## config.mk

```make
export PLATFORM = sky130hd
export DESIGN_NAME = button_conditioner
export DESIGN_NICKNAME = d
export VERILOG_FILES = /design/src/rtl/breakout_pkg.sv /design/src/rtl/debounce_channel.sv /design/src/rtl/button_conditioner.sv
export SDC_FILE = /design/constraint.sdc
export NUM_CORES = 1
export LEC_CHECK = 0
export BUFFER_PORTS_ARGS = -buffer_cell sky130_fd_sc_hd__buf_2
export CAP_MARGIN = 20
export CORE_MARGIN = 2
export CORE_UTILIZATION = 25
export CTS_CLUSTER_DIAMETER = 100
export DETAILED_ROUTE_END_ITERATION = 8
export PLACE_DENSITY = 0.37
export REMOVE_ABC_BUFFERS = 1
export SLEW_MARGIN = 20
export SYNTH_ARGS = -nofsm -noshare
export SYNTH_HDL_FRONTEND = slang
export SYNTH_SLANG_ARGS = --single-unit
```

## constraint.sdc

```tcl
create_clock -name clk -period 2.8 [get_ports clk]
set_input_delay 0.56 -clock clk [delete_from_list [all_inputs] [get_ports clk]]
set_output_delay 0.56 -clock clk [all_outputs]
set_load 0.02 [all_outputs]
```

## src/rtl/breakout_pkg.sv

```systemverilog
// Shared constants for the breakout input stage: button indices, channel count,
// default debounce interval and the per-channel debounce action type.
package breakout_pkg;

   localparam int N_BTN      = 3;
   localparam int BTN_LEFT   = 0;
   localparam int BTN_RIGHT  = 1;
   localparam int BTN_SELECT = 2;

   // 10 ms at a 25 MHz pixel clock.
   localparam int DEBOUNCE_CYCLES_DEFAULT = 250000;

   typedef enum logic [1:0] {
      DB_IDLE,    // synchronised input agrees with the accepted level
      DB_HOLD,    // disagreement seen but counting is paused
      DB_COUNT,   // disagreement seen, still qualifying
      DB_ACCEPT   // disagreement held long enough, take the new level
   } db_action_e;

   function automatic int debounce_cnt_width(input int cycles);
      return $clog2(cycles) + 1;
   endfunction

endpackage

```

## src/rtl/debounce_channel.sv

```systemverilog
// One button channel: two-flop synchroniser, enable-gated debounce counter,
// accepted level and registered one-cycle press/release pulses.
module debounce_channel
   import breakout_pkg::*;
#(
   parameter  int DEBOUNCE_CYCLES = DEBOUNCE_CYCLES_DEFAULT,
   localparam int CNT_W           = debounce_cnt_width(DEBOUNCE_CYCLES)
) (
   input  logic clk,
   input  logic nRst,
   input  logic en,
   input  logic btn_raw,
   output logic btn_level,
   output logic btn_press,
   output logic btn_release
);

   localparam logic [CNT_W-1:0] CNT_LAST = CNT_W'(DEBOUNCE_CYCLES - 1);

   logic             sync1_q;
   logic             sync2_q;
   logic [CNT_W-1:0] cnt_q,     cnt_d;
   logic             level_q,   level_d;
   logic             press_q,   press_d;
   logic             release_q, release_d;
   db_action_e       action;

   always_comb begin
      action = DB_IDLE;
      if (sync2_q != level_q) begin
         if (!en) begin
            action = DB_HOLD;
         end else if (cnt_q == CNT_LAST) begin
            action = DB_ACCEPT;
         end else begin
            action = DB_COUNT;
         end
      end
   end

   // NOTE: every next-state signal gets a default first so no path can leave
   // one unassigned and infer a latch.
   always_comb begin
      cnt_d     = cnt_q;
      level_d   = level_q;
      press_d   = 1'b0;
      release_d = 1'b0;
      unique case (action)
         DB_IDLE:   cnt_d = '0;
         DB_HOLD:   cnt_d = cnt_q;
         DB_COUNT:  cnt_d = cnt_q + CNT_W'(1);
         DB_ACCEPT: begin
            cnt_d     = '0;
            level_d   = sync2_q;
            press_d   = sync2_q;
            release_d = ~sync2_q;
         end
         default:   cnt_d = '0;
      endcase
   end

   // NOTE: state is updated with non-blocking assignments so the synchroniser
   // stages shift by exactly one flop per edge regardless of statement order.
   always_ff @(posedge clk) begin
      if (!nRst) begin
         sync1_q   <= 1'b0;
         sync2_q   <= 1'b0;
         cnt_q     <= '0;
         level_q   <= 1'b0;
         press_q   <= 1'b0;
         release_q <= 1'b0;
      end else begin
         sync1_q   <= btn_raw;
         sync2_q   <= sync1_q;
         cnt_q     <= cnt_d;
         level_q   <= level_d;
         press_q   <= press_d;
         release_q <= release_d;
      end
   end

   assign btn_level   = level_q;
   assign btn_press   = press_q;
   assign btn_release = release_q;

endmodule

```

## src/rtl/button_conditioner.sv

```systemverilog
// Input stage for the breakout top: synchronises and debounces the raw
// pushbuttons, giving clean levels plus one-cycle press and release pulses.
module button_conditioner #(
   parameter int N_BTN           = breakout_pkg::N_BTN,
   parameter int DEBOUNCE_CYCLES = breakout_pkg::DEBOUNCE_CYCLES_DEFAULT
) (
   input  logic             clk,
   input  logic             nRst,
   input  logic             en,
   input  logic [N_BTN-1:0] btn_raw,
   output logic [N_BTN-1:0] btn_level,
   output logic [N_BTN-1:0] btn_press,
   output logic [N_BTN-1:0] btn_release
);

   // Channels share only clock, reset and enable; timing is fully per bit.
   for (genvar i = 0; i < N_BTN; i++) begin : g_ch
      debounce_channel #(
         .DEBOUNCE_CYCLES (DEBOUNCE_CYCLES)
      ) u_ch (
         .clk         (clk),
         .nRst        (nRst),
         .en          (en),
         .btn_raw     (btn_raw[i]),
         .btn_level   (btn_level[i]),
         .btn_press   (btn_press[i]),
         .btn_release (btn_release[i])
      );
   end

endmodule

```

[Yosys cells after proc, flatten, opt, wreduce, memory -nomap -nowiden]
Index checks and enable logic that the tools add are counted.
Cells by class
  add/subtract/negate cells: 3
  multiplexer cells: 12
  bitwise gates (word level): 3
  reductions and logical operators: 9
  eq/ne operators: 15
Operators with widths (count)
  $pmux W19 S2: 3
  $add A19 B1 Y19 const B: 3
  $eq A19 B18 Y1 const B: 3
  $eq A2 B2 Y1 const B: 6
  $mux W2: 6
  $eq A2 B1 Y1 const B: 3
  $logic_not A2 Y1: 3
  $reduce_and A2 Y1: 3
  $reduce_or A2 Y1: 3
  $mux W1: 3
  $ne A1 B1 Y1: 3
  $not A1 Y1: 3
Word-level totals
  word-level logic and storage cells: 60
  flip-flop bits (word level): 72
  input bits: 6

[Depth between registers and ports, before layout]
  depth in word-level cells: 7
  gate-level depth with buffers: 12

[Cells and area by module]
From an unflattened synthesis, not the netlist that was laid out.
Second synthesis, totals
  cells, all modules: 378
  area, all modules: 3344.5 um^2
Modules (own cells, without submodules)
  debounce_channel: area each 1114.8 um^2, cells an instance 126, instances 3, seq. area each 480.5 um^2

[Worst setup path after synthesis]
No wires, ideal clock.
  path kind: reg-to-reg
  start: reg g_ch[2].u_ch.cnt_q[0]
  end: reg g_ch[2].u_ch.cnt_q[16]
  data required time: 2730 ps
  setup time: 70 ps
  cell stages (with the launch flop): 10
  path slack: 354 ps
  arrival: 2376 ps
  clock period less this slack: 2446 ps
  buffers on the path: 0
  path through: dfxtp_1 ha_1 and4_1 nand4b_1 a21boi_0 ha_1 and3b_1 or4b_4 or3_1 a21oi_1
Between the ends
  cells in the longest elaborated chain, start to end: 7
RTL lines
  from (decl): line debounce_channel.sv:22  | logic [CNT_W-1:0] cnt_q, cnt_d;
  from (signal assigned): line debounce_channel.sv:75  | cnt_q <= cnt_d;
  $eq A19 B18 Y1: line debounce_channel.sv:33  | end else if (cnt_q == CNT_LAST) begin
  $mux W1: line debounce_channel.sv:33
  $mux W2: line debounce_channel.sv:31  | if (!en) begin
  $mux W2: line debounce_channel.sv:30  | if (sync2_q != level_q) begin
  $eq A2 B2 Y1 or $logic_not A2 Y1 (tied branches): line debounce_channel.sv:48  | unique case (action)
  $reduce_or A2 Y1 (no source line)
  $pmux W19 S2: line debounce_channel.sv:48
Several ways; a longest one is shown, not always the timed one.
A chain may end at the register's enable or synchronous reset.

[Worst setup path in the final report]
  start: reg g_ch[2].u_ch.cnt_q[0]
  end: reg g_ch[2].u_ch.cnt_q[18]
The elaborated chain is that of the path after synthesis.

==> results.json <==
{
  "die_area_um2": 14300,
  "cts_tree": "built",
  "worstHoldPathType": "flop to flop",
  "yosys_warnings": 0,
  "final_antenna_net_count": 0,
  "drive_above_1_share_pct": 13.8,
  "row_count": 42,
  "fin_ws_ns": 0.210,
  "clk_path_buf_depth": 2,
  "grt_max_degree": 20,
  "syn_avg_cell_area_um2": 8.96,
  "cts-root-buf": "clkbuf_16",
  "synth_area_um2": 3340,
  "place_worst_setup_slack_ns": 0.210,
  "drt_iter0_drc": 164,
  "powerDensity_nw_per_um2": 543,
  "synth_flop_cell": "dfxtp_1",
  "synthTopCellsByArea": "dfxtp_1 (43%), xor2_1 (7.1%), nor2_1 (5.6%)",
  "synthArstFlopShare_pct": 0,
  "grt_usage_pct": 10.6,
  "dieHeight_um": 120,
  "finClkSkew_ns": 0.00739,
  "cp_max_fo": 6,
  "synth_cell_types": 44,
  "globalplace.congestion": 0.714,
  "synth_cells": 373,
  "end_kind": "flop",
  "syn2layout_area_growth_pct": 17.0,
  "nNetsFinal": 409,
  "dp.cells": 559,
  "layout.cells.non_filler": 575,
  "clkTransAtPathRegs_ns": 0.05,
  "peakVddDrop_uv": 378,
  "min_period_ns": 2.59,
  "tightest_slew_ns": 0.638,
  "hold_buffers": 0,
  "io_pins": 15,
  "yosys.area.top_type": "dfxtp_1",
  "ctsHtreeMaxLevel": 3,
  "drc": 0,
  "initial_utilization_pct": 25.4,
  "timing.fmax_ghz": 0.386,
  "place_area_um2": 3640,
  "synth-seq-cells": 72,
  "crit_type": "flop to flop",
  "setup-violations-final": 0,
  "numPortBuffers": 14,
  "leakagePower_nw": 1.49,
  "post-cts-setup-buffers": 0,
  "slew_headroom_pct": 57.2,
  "gr-total-overflow": 0,
  "coreArea_um2": 13100,
  "status": "completed",
  "slew_viol_final": 0,
  "min_period_over_period_pct": 92.5,
  "post-route-util_pct": 29.8,
  "grt_pass1_wl_um": 11900,
  "maxCapViolCount": 0,
  "antenna_found_initial": 0,
  "synth-edff-count": 0,
  "fillCellCount": 1422,
  "cts_made_buffers": 9,
  "avgViaCountPerCell": 4.48,
  "critPathRequiredTime_ns": 3.06,
  "post_cts_resized": 0,
  "drt-total-wl_um": 6950,
  "stdcell_area_um2": 3910,
  "clk_latency_ns": 0.33,
  "vias": 2576,
  "cp-start-kind": "flop",
  "hpwl_um": 4980,
  "antennaDiodeCount": 0,
  "grt_pass1_vias": 2440,
  "arrival_ns": 2.85,
  "ys_seq_area_share_pct": 43.1,
  "die_w_um": 120,
  "cts_num_sinks": 72,
  "detail_route.first_pass.iterations": 4,
  "yosysTopAreaCellShare_pct": 43.1,
  "drt-wirelength-per-cell_um": 12.1,
  "rsz0062_at_grt": "no",
  "finalHoldViolCount": 0
}
==> kinds of logic after synthesis <==
| logic type | after synthesis | share of synthesized area (%) |
|---|---|---|
| adders and majority gates | 9 | 3.37 |
| and+or+nand+nor | 170 | 28.9 |
| muxes | 6 | 1.80 |
| AOI/OAI and AO/OA | 44 | 7.79 |
| buffers and inverters | 34 | 5.05 |
| xor gates and xnor gates | 38 | 9.96 |
| DFF | 72 | 43.1 |
==> metal layers <==
metal  wire (um)  vias up  GRT usage (%)
met5           0        -              0
li1            -     1339              -
met4         136        0           4.63
met3         169        9           3.42
met2        2950       27           15.9
met1        3690     1201           13.8
==> state kept, by name, summed over array words and instances, names as in the netlist <==
register / cells
g_ch.u_ch.cnt_q: 57
g_ch.u_ch.btn_level: 3
g_ch.u_ch.btn_press: 3
g_ch.u_ch.btn_release: 3
g_ch.u_ch.sync1_q: 3
g_ch.u_ch.sync2_q: 3
==> metrics by stage <==
| step | setup TNS [ns] | hold slack (ns) | power (mW) |
|---|---|---|---|
| global placement | 0 | 0.416 | 1.11 |
| global route | 0 | 0.427 | 2.21 |
| finish | 0 | 0.430 | 2.12 |
| floorplan | -0.417 | 0.412 | 1.08 |
| detailed placement | 0 | 0.422 | 1.11 |
| CTS | 0 | 0.418 | 2.16 |
==> worst paths after layout <==
| path | slack (ns) | start | depth (start not counted) | endpoint |
|---|---|---|---|---|
| max | 0.21 | g_ch[2].u_ch.cnt_q[0]$_SDFFE_PN0P_ | 9 | g_ch[2].u_ch.cnt_q[18]$_SDFFE_PN0P_ |
| min | 0.43 | g_ch[2].u_ch.sync1_q$_SDFF_PN0_ | 1 | g_ch[2].u_ch.sync2_q$_SDFF_PN0_ |
| max reg2reg | 0.21 | g_ch[2].u_ch.cnt_q[0]$_SDFFE_PN0P_ | 9 | g_ch[2].u_ch.cnt_q[18]$_SDFFE_PN0P_ |
| min reg2reg | 0.43 | g_ch[2].u_ch.sync1_q$_SDFF_PN0_ | 1 | g_ch[2].u_ch.sync2_q$_SDFF_PN0_ |
==> cell usage after synthesis, types with 3 or more instances <==
| cell | count |
|---|---|
| a21oi_1 | 16 |
| and2_1 | 10 |
| and3_1 | 11 |
| and4_1 | 4 |
| and4b_1 | 3 |
| buf_2 | 3 |
| buf_4 | 10 |
| clkbuf_1 | 9 |
| dfxtp_1 | 72 |
| ha_1 | 9 |
| inv_1 | 12 |
| mux2i_1 | 6 |
| nand2_1 | 19 |
| nand3_1 | 13 |
| nand4_1 | 13 |
| nand4b_1 | 3 |
| nor2_1 | 50 |
| nor2b_1 | 4 |
| nor3_1 | 4 |
| nor4_1 | 3 |
| nor4b_1 | 3 |
| o21ai_0 | 14 |
| o31ai_1 | 4 |
| or3_1 | 12 |
| or4_1 | 5 |
| xnor2_1 | 11 |
| xor2_1 | 27 |
==> critical path, stage by stage, from the launching register on <==
cell and delay, ns:
dfxtp_1 0.33, ha_1 0.23, and4_1 0.21, nand4b_1 0.09, a21boi_0 0.13, ha_1 0.24
and3b_1 0.32, or4b_4 0.52, or3_1 0.32, a21oi_1 0.14
==> final cells by class <==
class | count | area [um2] | area share, %
multi-input combinational | 267 | 1730 | 44.3
sequential | 72 | 1440 | 36.9
clock buffer | 13 | 250 | 6.40
tap | 176 | 220 | 5.63
timing repair buffer | 32 | 205 | 5.25
inverter | 12 | 45.0 | 1.15
clock inverter | 3 | 17.5 | 0.448
==> power breakdown <==
| part | switching [mW] | leakage (nW) | internal, mW |
|---|---|---|---|
| registers | 0.00434 | 0.581 | 1.03 |
| logic | 0.0286 | 0.781 | 0.0176 |
| clock network | 0.420 | 0.130 | 0.621 |
| total | 0.453 | 1.49 | 1.67 |
==> cell usage in the layout (no fill, tap or decap), types with 6 or more instances in the layout <==
cell	Yosys	routed
a21oi_1	16	16
and2_1	10	10
and3_1	11	11
buf_2	3	14
buf_4	10	18
clkbuf_16	0	9
dfxtp_1	72	72
ha_1	9	9
inv_1	12	12
mux2i_1	6	6
nand2_1	19	19
nand3_1	13	13
nand4_1	13	13
nor2_1	50	50
o21ai_0	14	13
or3_1	12	12
xnor2_1	11	11
xor2_1	27	27
Note: power is estimated with default switching activity, not from simulation.
